**config.mk**
```make
export PLATFORM = sky130hd
export DESIGN_NAME = serial_tx_framer
export DESIGN_NICKNAME = d
export VERILOG_FILES = /design/src/rtl/serial_tx_pkg.sv /design/src/rtl/piso_shreg.sv /design/src/rtl/serial_tx_framer.sv
export SDC_FILE = /design/constraint.sdc
export NUM_CORES = 1
export LEC_CHECK = 0
export CAP_MARGIN = 20
export CORE_UTILIZATION = 51
export CTS_CLUSTER_DIAMETER = 100
export DETAILED_ROUTE_END_ITERATION = 6
export GPL_TIMING_DRIVEN = 1
export PLACE_DENSITY = 0.75
export SYNTH_ARGS = -nofsm -noshare
export SYNTH_HDL_FRONTEND = slang
export SYNTH_SLANG_ARGS = --single-unit
```
**constraint.sdc**
```tcl
create_clock -name clk -period 1.9 [get_ports clk]
set_input_delay 0.38 -clock clk [delete_from_list [all_inputs] [get_ports clk]]
set_output_delay 0.38 -clock clk [all_outputs]
set_load 0.03 [all_outputs]
```
**src/rtl/serial_tx_pkg.sv**
```systemverilog
// serial_tx_pkg: shared FSM state type and line levels for the serial framer
package serial_tx_pkg;
    typedef enum logic [1:0] {IDLE, START, DATA, STOP} tx_state_t;
    localparam logic IDLE_LEVEL  = 1'b1;
    localparam logic START_LEVEL = 1'b0;
endpackage

```
**src/rtl/piso_shreg.sv**
```systemverilog
// piso_shreg: parallel-load shift register presenting one serial bit, LSB- or MSB-first
module piso_shreg #(
    parameter int DATA_W    = 4,
    parameter bit LSB_FIRST = 1'b1
) (
    input  logic              clk,
    input  logic              reset,
    input  logic              load,
    input  logic              shift,
    input  logic [DATA_W-1:0] data_i,
    output logic              ser_o
);
    logic [DATA_W-1:0] sr_q, sr_d;

    // Load has priority over shift; the exposed bit moves toward the output end
    always_comb sr_d = load ? data_i : shift ? (LSB_FIRST ? sr_q >> 1 : sr_q << 1) : sr_q;

    // Register the shift state
    always_ff @(posedge clk or posedge reset)
        if (reset) sr_q <= '0;
        else       sr_q <= sr_d;

    assign ser_o = LSB_FIRST ? sr_q[0] : sr_q[DATA_W-1];
endmodule

```
**src/rtl/serial_tx_framer.sv**
```systemverilog
// serial_tx_framer: valid/ready word in, start + data + stop bits out on a registered line
module serial_tx_framer
    import serial_tx_pkg::*;
#(
    parameter int DATA_W    = 4,
    parameter bit LSB_FIRST = 1'b1,
    parameter int STOP_BITS = 1
) (
    input  logic              clk,
    input  logic              reset,
    input  logic [DATA_W-1:0] data_i,
    input  logic              valid_i,
    output logic              ready_o,
    output logic              x_o,
    output logic              busy_o,
    output logic              done_o
);
    localparam int CW = $clog2(DATA_W + 1);
    localparam logic [CW-1:0] LAST_DATA = CW'(DATA_W - 1);
    localparam logic [CW-1:0] LAST_STOP = CW'(STOP_BITS - 1);

    tx_state_t     state_q, state_d;
    logic [CW-1:0] cnt_q, cnt_d;
    logic          x_q, x_d, busy_q, busy_d, done_q, done_d;
    logic          ser, accept, shift;

    assign ready_o = (state_q == IDLE) || (state_q == STOP && cnt_q == LAST_STOP);
    assign accept  = valid_i && ready_o;
    assign shift   = (state_q == START) || (state_q == DATA);

    piso_shreg #(.DATA_W(DATA_W), .LSB_FIRST(LSB_FIRST)) u_shreg (
        .clk    (clk),
        .reset  (reset),
        .load   (accept),
        .shift  (shift),
        .data_i (data_i),
        .ser_o  (ser)
    );

    // Next state plus next line level, so x_o/done_o/busy_o come straight from flops
    always_comb begin
        state_d = state_q;
        cnt_d   = cnt_q;
        x_d     = x_q;
        done_d  = 1'b0;
        case (state_q)
            IDLE: if (accept) begin
                state_d = START;
                x_d     = START_LEVEL;
            end
            START: begin
                state_d = DATA;
                cnt_d   = '0;
                x_d     = ser;
            end
            DATA: if (cnt_q == LAST_DATA) begin
                state_d = STOP;
                cnt_d   = '0;
                x_d     = IDLE_LEVEL;
                done_d  = (LAST_STOP == '0);
            end else begin
                cnt_d = cnt_q + 1'b1;
                x_d   = ser;
            end
            STOP: if (cnt_q == LAST_STOP) begin
                cnt_d   = '0;
                state_d = accept ? START : IDLE;
                x_d     = accept ? START_LEVEL : IDLE_LEVEL;
            end else begin
                cnt_d  = cnt_q + 1'b1;
                x_d    = IDLE_LEVEL;
                done_d = (cnt_q + 1'b1) == LAST_STOP;
            end
            default: state_d = IDLE;
        endcase
        busy_d = (state_d != IDLE);
    end

    // FSM and output registers; reset drops the line to idle immediately
    always_ff @(posedge clk or posedge reset)
        if (reset) begin
            state_q <= IDLE;
            cnt_q   <= '0;
            x_q     <= IDLE_LEVEL;
            busy_q  <= 1'b0;
            done_q  <= 1'b0;
        end else begin
            state_q <= state_d;
            cnt_q   <= cnt_d;
            x_q     <= x_d;
            busy_q  <= busy_d;
            done_q  <= done_d;
        end

    assign x_o    = x_q;
    assign busy_o = busy_q;
    assign done_o = done_q;
endmodule

```
# Word-level counts from Yosys, hierarchy flattened
# Index checks and enable logic that the tools add are counted.
# totals
latchBits	0
romBits	0
out_inout_bits	4
in_bits	7
mem_bits_rw	0
register_bits	12
memories	0
elab_cells	40
# op_classes
shift	0
bitwise_logic	0
n_eq_ne	5
muxes	18
add_sub_neg	1
div_mod_pow	0
n_mul	0
magnitude_cmp	0
reduce_logical	10
# op_table
op	n
3-bit one-hot mux with 3 select lines	1
4-bit two-way mux	2
2-bit one-hot mux with 4 select lines	1
1-bit two-way mux	7
3-bit logical NOT	2
2-bit two-way mux	3
3-bit two-way mux	2
2-bit == test, second input constant	2
1-bit one-hot mux with 4 select lines	1
2-bit nonzero test	2
3-bit by 1-bit adder with 3-bit output, second input constant	1
3-bit by 2-bit == test with 1-bit output, second input constant	1
3-bit nonzero test	1
2-bit by 1-bit == test with 1-bit output, second input constant	1
1-bit logical AND	2
2-bit logical NOT	1
1-bit logical OR	2
2-bit inequality test, second input constant	1
1-bit one-hot mux with 2 select lines	1

# Depth between registers and ports, before layout
# depth
ltp_word	8
ltp_mapped	6
depth_no_buf	6

# Modules after synthesis
# Synthesis repeated with hierarchy kept, for this count alone.
# hier_totals
cells_unflattened	80
hier_area_um2	763.2
# by_module_without_submodules
module	n_inst	seq_area_each_um2	cells_per_inst	area_per_inst_um2
serial_tx_framer	1	201.4	63	588.1
piso_shreg	1	100.1	17	175.2

# Least setup slack after synthesis
# No wires, ideal clock.
# synth_path
kind	register to output
start	reg state_q[0]
end	out ready_o
path_stages_with_launch	5
setup_slack_ps	279
arrival_time_ps	1241
t_required_ps	1520
path_buffers	1
cell_sequence	dfrtp_1 inv_1 ha_1 buf_2 or2_2
# synth_via
elab_chain_cells	3
elab_cells_between_ends	4
cone_classes	1 x eq/ne; 3 x reduce/logical
# synth_rtl
element	line_no	source
start: declaration	serial_tx_framer.sv:22	tx_state_t state_q, state_d;
start signal: assignment	serial_tx_framer.sv:88	state_q <= state_d;
2-bit == test	serial_tx_framer.sv:27	assign ready_o = (state_q == IDLE) || (state_q == STOP && cnt_q == LAST_STOP);
1-bit logical AND	serial_tx_framer.sv:27	
1-bit logical OR (*)	serial_tx_framer.sv:27	
end: declaration	serial_tx_framer.sv:13	output logic ready_o,
# Every way passes the cells marked *; elsewhere a longest branch is shown, timed or not.

# Worst setup path in the final report
# layout_path
start	reg x_q (netlist: x_o)
end	out x_o
# layout_lines
element	line_no	source
start: declaration	serial_tx_framer.sv:24	logic x_q, x_d, busy_q, busy_d, done_q, done_d;
start signal: assignment	serial_tx_framer.sv:84	x_q <= IDLE_LEVEL;
start signal: assignment	serial_tx_framer.sv:90	x_q <= x_d;
end: declaration	serial_tx_framer.sv:14	output logic x_o,
# No word-level cell between the ends.

==> flow_metrics.env <==
export IMPL_status="finished, final reports clean"
export IMPL_synth_edff_count=0
export IMPL_dieArea_um2=1663
export IMPL_cts_tree="built"
export IMPL_drc=0
export IMPL_design_portCount=11
export IMPL_yosysTopAreaCell="dfrtp_1"
export IMPL_crit_required_ns=1.52
export IMPL_grt_pass1_wl_mm=2.608
export IMPL_placed_area_um2=963.4
export IMPL_grtUsageTotal=0.2514
export IMPL_synth_cells=79
export IMPL_diodes=0
export IMPL_ant_nets=0
export IMPL_num_vias=655
export IMPL_detail_route_first_pass_iterations=4
export IMPL_gp_congestion=0.8108
export IMPL_p_sw_mw=0.6474
export IMPL_slew_headroom=0.6994
export IMPL_drive_gt1_frac=0.2547
export IMPL_layout_nets=124
export IMPL_synth_top_area_frac=0.3589
export IMPL_cp_num_buf_inv=1
export IMPL_criticalPathCategory="flip-flop to primary output"
export IMPL_synth_area_leaders="dfrtp_1, ha_1, inv_1"
export IMPL_postSynthNetCount=96
export IMPL_fill_cells=109
export IMPL_post_route_period_util=0.9748
export IMPL_ys_seq_elements=12
export IMPL_crit_path_max_fanout=2
export IMPL_max_freq_mhz=539.9
export IMPL_crit_arrival_ns=1.47
export IMPL_synth_top_cells_by_count="dfrtp_1, inv_1, ha_1, nand2_1, nor2_1"
export IMPL_row_count=13
export IMPL_clockRootBuffer="clkbuf_4"
export IMPL_die_y_um=40.78
export IMPL_setup_violations=0
export IMPL_mappedNetlistArea_um2=767.0
export IMPL_ys_types=27
export IMPL_grt_max_degree=13
export IMPL_fin_setup_tns_ns=0
export IMPL_start_util=0.5681
export IMPL_internal_power_mw=0.9555
export IMPL_routed_via_density=5.413
export IMPL_hp_class="input pin to asynchronous set/reset pin"
export IMPL_rsz0062_at_grt="false"
export IMPL_dp_hpwl_mm=1.200
export IMPL_crit_slowest_cell="clkdlybuf4s50_1"
export IMPL_p_sw_frac=0.4039
export IMPL_skew_ns=0.008626
export IMPL_grt_pass1_vias=649
export IMPL_avgSynthCellArea_um2=9.709
export IMPL_hold_buffers=0
export IMPL_seq_area_frac_synth=0.3931
export IMPL_slew_violations=0
export IMPL_final_area_um2=1021
export IMPL_routedWlPerCell_um=13.54
export IMPL_area_delta_synth_final_pct=33.12
export IMPL_portBuffers=10
export IMPL_seq_power_share=0.255
export IMPL_slowest_delay_ns=0.67
export IMPL_holdWs_ns=0.3932
export IMPL_p_leak_nw=0.4837
export IMPL_fp_dieW_um=40.78
export IMPL_pwr_share_comb=0.640
export IMPL_crit_family="buffers and inverters"
export IMPL_cp_cell_sequence="clkdlybuf4s50_1"
export IMPL_synthArstFlopShare=1.000
export IMPL_fp_coreArea_um2=1350
export IMPL_clock_sinks=12
export IMPL_clk_pin_slew_worst_paths_ns=0.08
export IMPL_wl_mm=1.638
export IMPL_worst_pin_slew_ns=0.4503
export IMPL_clock_latency_ns=0.28
export IMPL_hold_viol_final=0
export IMPL_synth_ff_type="dfrtp_1"
export IMPL_htree_levels=1
export IMPL_cts_buffers=3
export IMPL_period_needed_ns=1.852
export IMPL_cap_violations=0
export IMPL_overflow=0
export IMPL_p_per_area_nw_per_um2=1570
export IMPL_peakVddDrop_mv=0.7823
export IMPL_antenna_found_initial=0
export IMPL_ys_warn_count=0
export IMPL_clkPwrFrac=0.105
export IMPL_cts_max_path_buffers=2
export IMPL_cp_start_kind="flip-flop"
export IMPL_endpoint_kind="primary output"
export IMPL_drt_initial_drc_count=12
routing by layer:
metal,track usage,part of all wire,vias to the layer above
li1,-,-,324
met1,0.2609,0.44,306
met2,0.4219,0.49,17
met3,0.09239,0.044,8
met4,0.1583,0.030,0
met5,0,0,-
stage by stage:
| step | setup WS, ns | util | total power, mW | std cells |
|---|---|---|---|---|
| after floorplan | 0.2789 | - | 1.040 | 79 |
| after global placement | -0.1188 | 0.7136 | 1.339 | 114 |
| after detailed placement | -0.1554 | 0.7136 | 1.365 | 114 |
| after CTS | 0.007657 | 0.7498 | 1.574 | 121 |
| after global routing | 0.01920 | 0.7563 | 1.733 | 121 |
| final | 0.04779 | 0.7563 | 1.603 | 121 |
worst paths after layout:
kind                                              from                           to  slack (ns)  depth (start not counted)
hold reg to reg            u_shreg.sr_q[3]$_DFFE_PP0P_  u_shreg.sr_q[3]$_DFFE_PP0P_        0.57                          2
min in group clk           u_shreg.sr_q[3]$_DFFE_PP0P_  u_shreg.sr_q[3]$_DFFE_PP0P_        0.57                          2
hold / removal                                   reset         cnt_q[0]$_DFFE_PP0P_        0.39                          2
max in group asynchronous                        reset              x_o$_DFFE_PP1P_        1.16                          2
setup reg to reg                  state_q[1]$_DFF_PP0_             busy_o$_DFF_PP0_        0.16                          8
setup / recovery                       x_o$_DFFE_PP1P_                          x_o        0.05                          1
what timing repair did:
action / CTS / global route
setup buffers: 3 / 0
pin swaps: 0 / 1
endpoints found under the setup margin: 1 / 1
gates resized for setup: 7 / 3
layout by cell type (no fill, tap or decap):
cell type	n
clkbuf_1	1
nand2b_1	1
nand4_1	2
clkdlybuf4s50_1	9
dfrtp_1	11
ha_1	8
nand3_1	1
a32oi_2	1
o221ai_2	1
a32o_1	1
a22o_1	1
clkbuf_4	3
buf_6	1
nand3b_1	1
mux2i_1	3
a21oi_1	4
o21ai_0	2
or2_1	1
nor2b_1	1
dfstp_2	1
inv_1	11
nand2_1	8
o21ai_1	3
and3b_4	1
nor2_1	7
ha_2	2
o21ai_4	1
o21a_1	2
or2_4	1
a21bo_2	1
a2bb2oi_1	1
buf_4	14
cell type report:
cell class / count / area [µm²] / area share
timing repair buffer: 24 / 206.4 / 0.2022
sequential: 12 / 301.5 / 0.2953
clock buffer: 4 / 26.28 / 0.02574
tap: 15 / 18.77 / 0.01838
inverter: 11 / 41.29 / 0.04044
multi-input combinational: 55 / 426.7 / 0.4179
state kept, by name (all words and copies together) (netlist names):
signal and flops:
u_shreg.sr_q 4, busy_o 1, state_q 2, x_o 1, cnt_q 3, done_o 1
logic make-up (layout without fill, tap and decap cells):
group / Yosys count / count (layout) / share of synthesized area
AND/OR/NAND/NOR: 24 / 24 / 0.1550
adder cells (fa/ha/maj): 10 / 10 / 0.1631
buffers and inverters: 12 / 39 / 0.06035
multiplexers: 3 / 3 / 0.03915
flip-flops: 12 / 12 / 0.3931
AO/OA/AOI/OAI: 18 / 18 / 0.1892
power groups by stage:
stage / sequential [mW] / clock, mW / combinational, mW
floorplan: 0.458 / 0 / 0.582
global placement: 0.412 / 0 / 0.927
detailed placement: 0.418 / 0 / 0.947
CTS: 0.408 / 0.169 / 0.997
global route: 0.419 / 0.183 / 1.13
finish: 0.408 / 0.168 / 1.03
Power figures use the tool's default switching activity.
==> edit (same flow settings) <==
`DATA_W` is set to 4 in 2 places; all go to 8.
--- a/src/rtl/piso_shreg.sv
+++ b/src/rtl/piso_shreg.sv
@@ -1,6 +1,6 @@
 // piso_shreg: parallel-load shift register presenting one serial bit, LSB- or MSB-first
 module piso_shreg #(
-    parameter int DATA_W    = 4,
+    parameter int DATA_W    = 8,
     parameter bit LSB_FIRST = 1'b1
 ) (
     input  logic              clk,
--- a/src/rtl/serial_tx_framer.sv
+++ b/src/rtl/serial_tx_framer.sv
@@ -2,7 +2,7 @@
 module serial_tx_framer
     import serial_tx_pkg::*;
 #(
-    parameter int DATA_W    = 4,
+    parameter int DATA_W    = 8,
     parameter bit LSB_FIRST = 1'b1,
     parameter int STOP_BITS = 1
 ) (
Interface: changed (resized data_i); port bits go from 11 to 15. The function was not compared with the original's and may differ.
==> edit against the unedited design <==
The run now ends with negative setup slack left; sequential share of layout area is 4.5 points higher; register-to-register slack worse by 0.05 ns; clock power is 13% higher; design area is 23% higher; non-clock buffer count stayed put; critical path type unchanged; global-route usage is 3.9 points lower; power is 15% higher; critical endpoint is now ready_o; setup slack worse by 0.073 ns; routed wire length is 16% higher; synthesized area is 28% higher; via count is 18% higher; sequential cell count is 5 higher.
==> edit: results (changes against the unedited design) <==
- Status: finished, violations left
- Failing checks: negative setup slack
- Initial DRC Count: 8 (-4)
- Synth unique cells: 32 (+19%)
- Most frequent cells after synthesis: dfrtp_1, nand2_1, o21ai_0
- Final setup fails: 1 (+1)
- Leak: 0.567 nW (+17%)
- Vias: 771 (+18%)
- Total track usage: 21.2% (-3.9 points)
- Critical path data arrival time: 1.54 ns (+0.07 ns)
- Largest incremental delay on the critical path: 0.40 ns (-0.27 ns)
- Share of cells above drive strength 1: 19.7% (-5.8 points)
- Nets: 142 (+15%)
- Vias in the first global route: 734 (+13%)
- Largest net degree at the start of global routing: 18 (+5)
- Post-DP HPWL: 1.32 mm (+10%)
- RD Place Congestion: 0.795 (-1.9%)
- Fillcell total: 147 (+35%)
- Register area share after synthesis: 43.4% (+4.1 points)
- Max clock buf depth: 2 (unchanged)
- Clk_skew: 0.000393 ns (-0.00823 ns)
- FF-to-FF path depth: 7 (-1)
- Cell family with most CP delay: flip-flops
- VDD IR max: 907 uV (+16%)
- Diodes inserted: 0 (unchanged)
- Number of I/O port buffers: 14 (+4)
- Syn_nets: 117 (+22%)
- First-pass GRT wire length: 3.03 mm (+16%)
- Top cells by area, synth: dfrtp_1, ha_1, mux2i_1
- Final WS setup: -0.0248 ns (-0.0726 ns)
- Ys async rst share: 100% (unchanged)
- Top flop regs: u_shreg.sr_q (8), cnt_q (4), state_q (2)
- Drt wl/cell: 12.9 um (-4.6%)
- CP max stage cell: dfrtp_1
- Worst Tran Pin Value: 0.313 ns (-0.138 ns)
- Via density: 5.24 (-3.1%)
edit: changes by cell type after synthesis, sizes merged, moves of 2 or more:
cell   before  now
nand2       8   13
mux2i       3    7
nor2        7    3
dfrtp      11   16
o21a        2    0
or3b        0    2
or2         2    0
inv        11    8
ha         10    8
xnor2       0    2
o21ai       6   14
buf         1    3
edit: area by class of cell:
cell class / count / area [um2] / area share, %
timing repair buffer: 24 / 220 / 17.5
inverter: 8 / 30.0 / 2.39
sequential: 17 / 427 / 34.0
clock buffer: 4 / 26.3 / 2.09
tap: 25 / 31.3 / 2.49
multi-input combinational: 69 / 520 / 41.5
edit: logic make-up after synthesis:
group                      synth area share (%)
AOI/OAI and AO/OA                          18.7
and+or+nand+nor                            11.8
xor gates and xnor gates                   1.78
DFF                                        43.4
adders and majority gates                  10.2
muxes                                      8.28
buffers and inverters                      5.73
edit: repair_timing:
item / in CTS / in global routing
setup endpoints to repair: 1 / 2
endpoints found under the hold margin: 0 / 0
pin swaps: 2 / 1
hold buffers: 0 / 0
cloned: 0 / 0
buffers inserted: 7 / 0
gates resized for setup: 7 / 1
edit: tightest hold or removal path: cells and delay by family:
kind                   cells  cell delay [ns]
buffers and inverters      3             0.68
edit: metrics by stage:
step | setup WS (ns) | instance area (um2) | setup TNS (ns) | total power [mW] | instances
6_report | -0.0248 | 1250 | -0.0248 | 1.84 | 147
3_3_place_gp | 0.0908 | 1150 | 0 | 1.50 | 136
4_1_cts | -0.0556 | 1250 | -0.0556 | 1.84 | 147
3_5_place_dp | 0.0459 | 1150 | 0 | 1.53 | 136
5_1_grt | -0.0821 | 1250 | -0.0821 | 1.98 | 147
2_1_floorplan | 0.140 | 986 | 0 | 1.32 | 98
edit: final timing paths:
| path | from | to | slack, ns |
|---|---|---|---|
| min reg2reg | u_shreg.sr_q[7] | u_shreg.sr_q[7] | 0.56 |
| max reg2reg | cnt_q[1] | busy_o | 0.11 |
| min | reset | done_o | 0.40 |
| max | cnt_q[1] | ready_o | -0.02 |
| max in group asynchronous | reset | x_o | 1.25 |
| min in group clk | u_shreg.sr_q[7] | u_shreg.sr_q[7] | 0.56 |
edit: layer usage:
metal	vias up	GRT usage [%]	wire (um)
li1	389	-	-
met1	367	24.3	892
met2	13	36.3	911
met3	2	8.73	82
met4	0	5.29	13
met5	-	0	0
edit: power by group:
part	switching (mW)	internal [mW]	total, mW
Sequential	0.0852	0.507	0.592
Clock	0.107	0.0817	0.189
Combinational	0.554	0.509	1.06
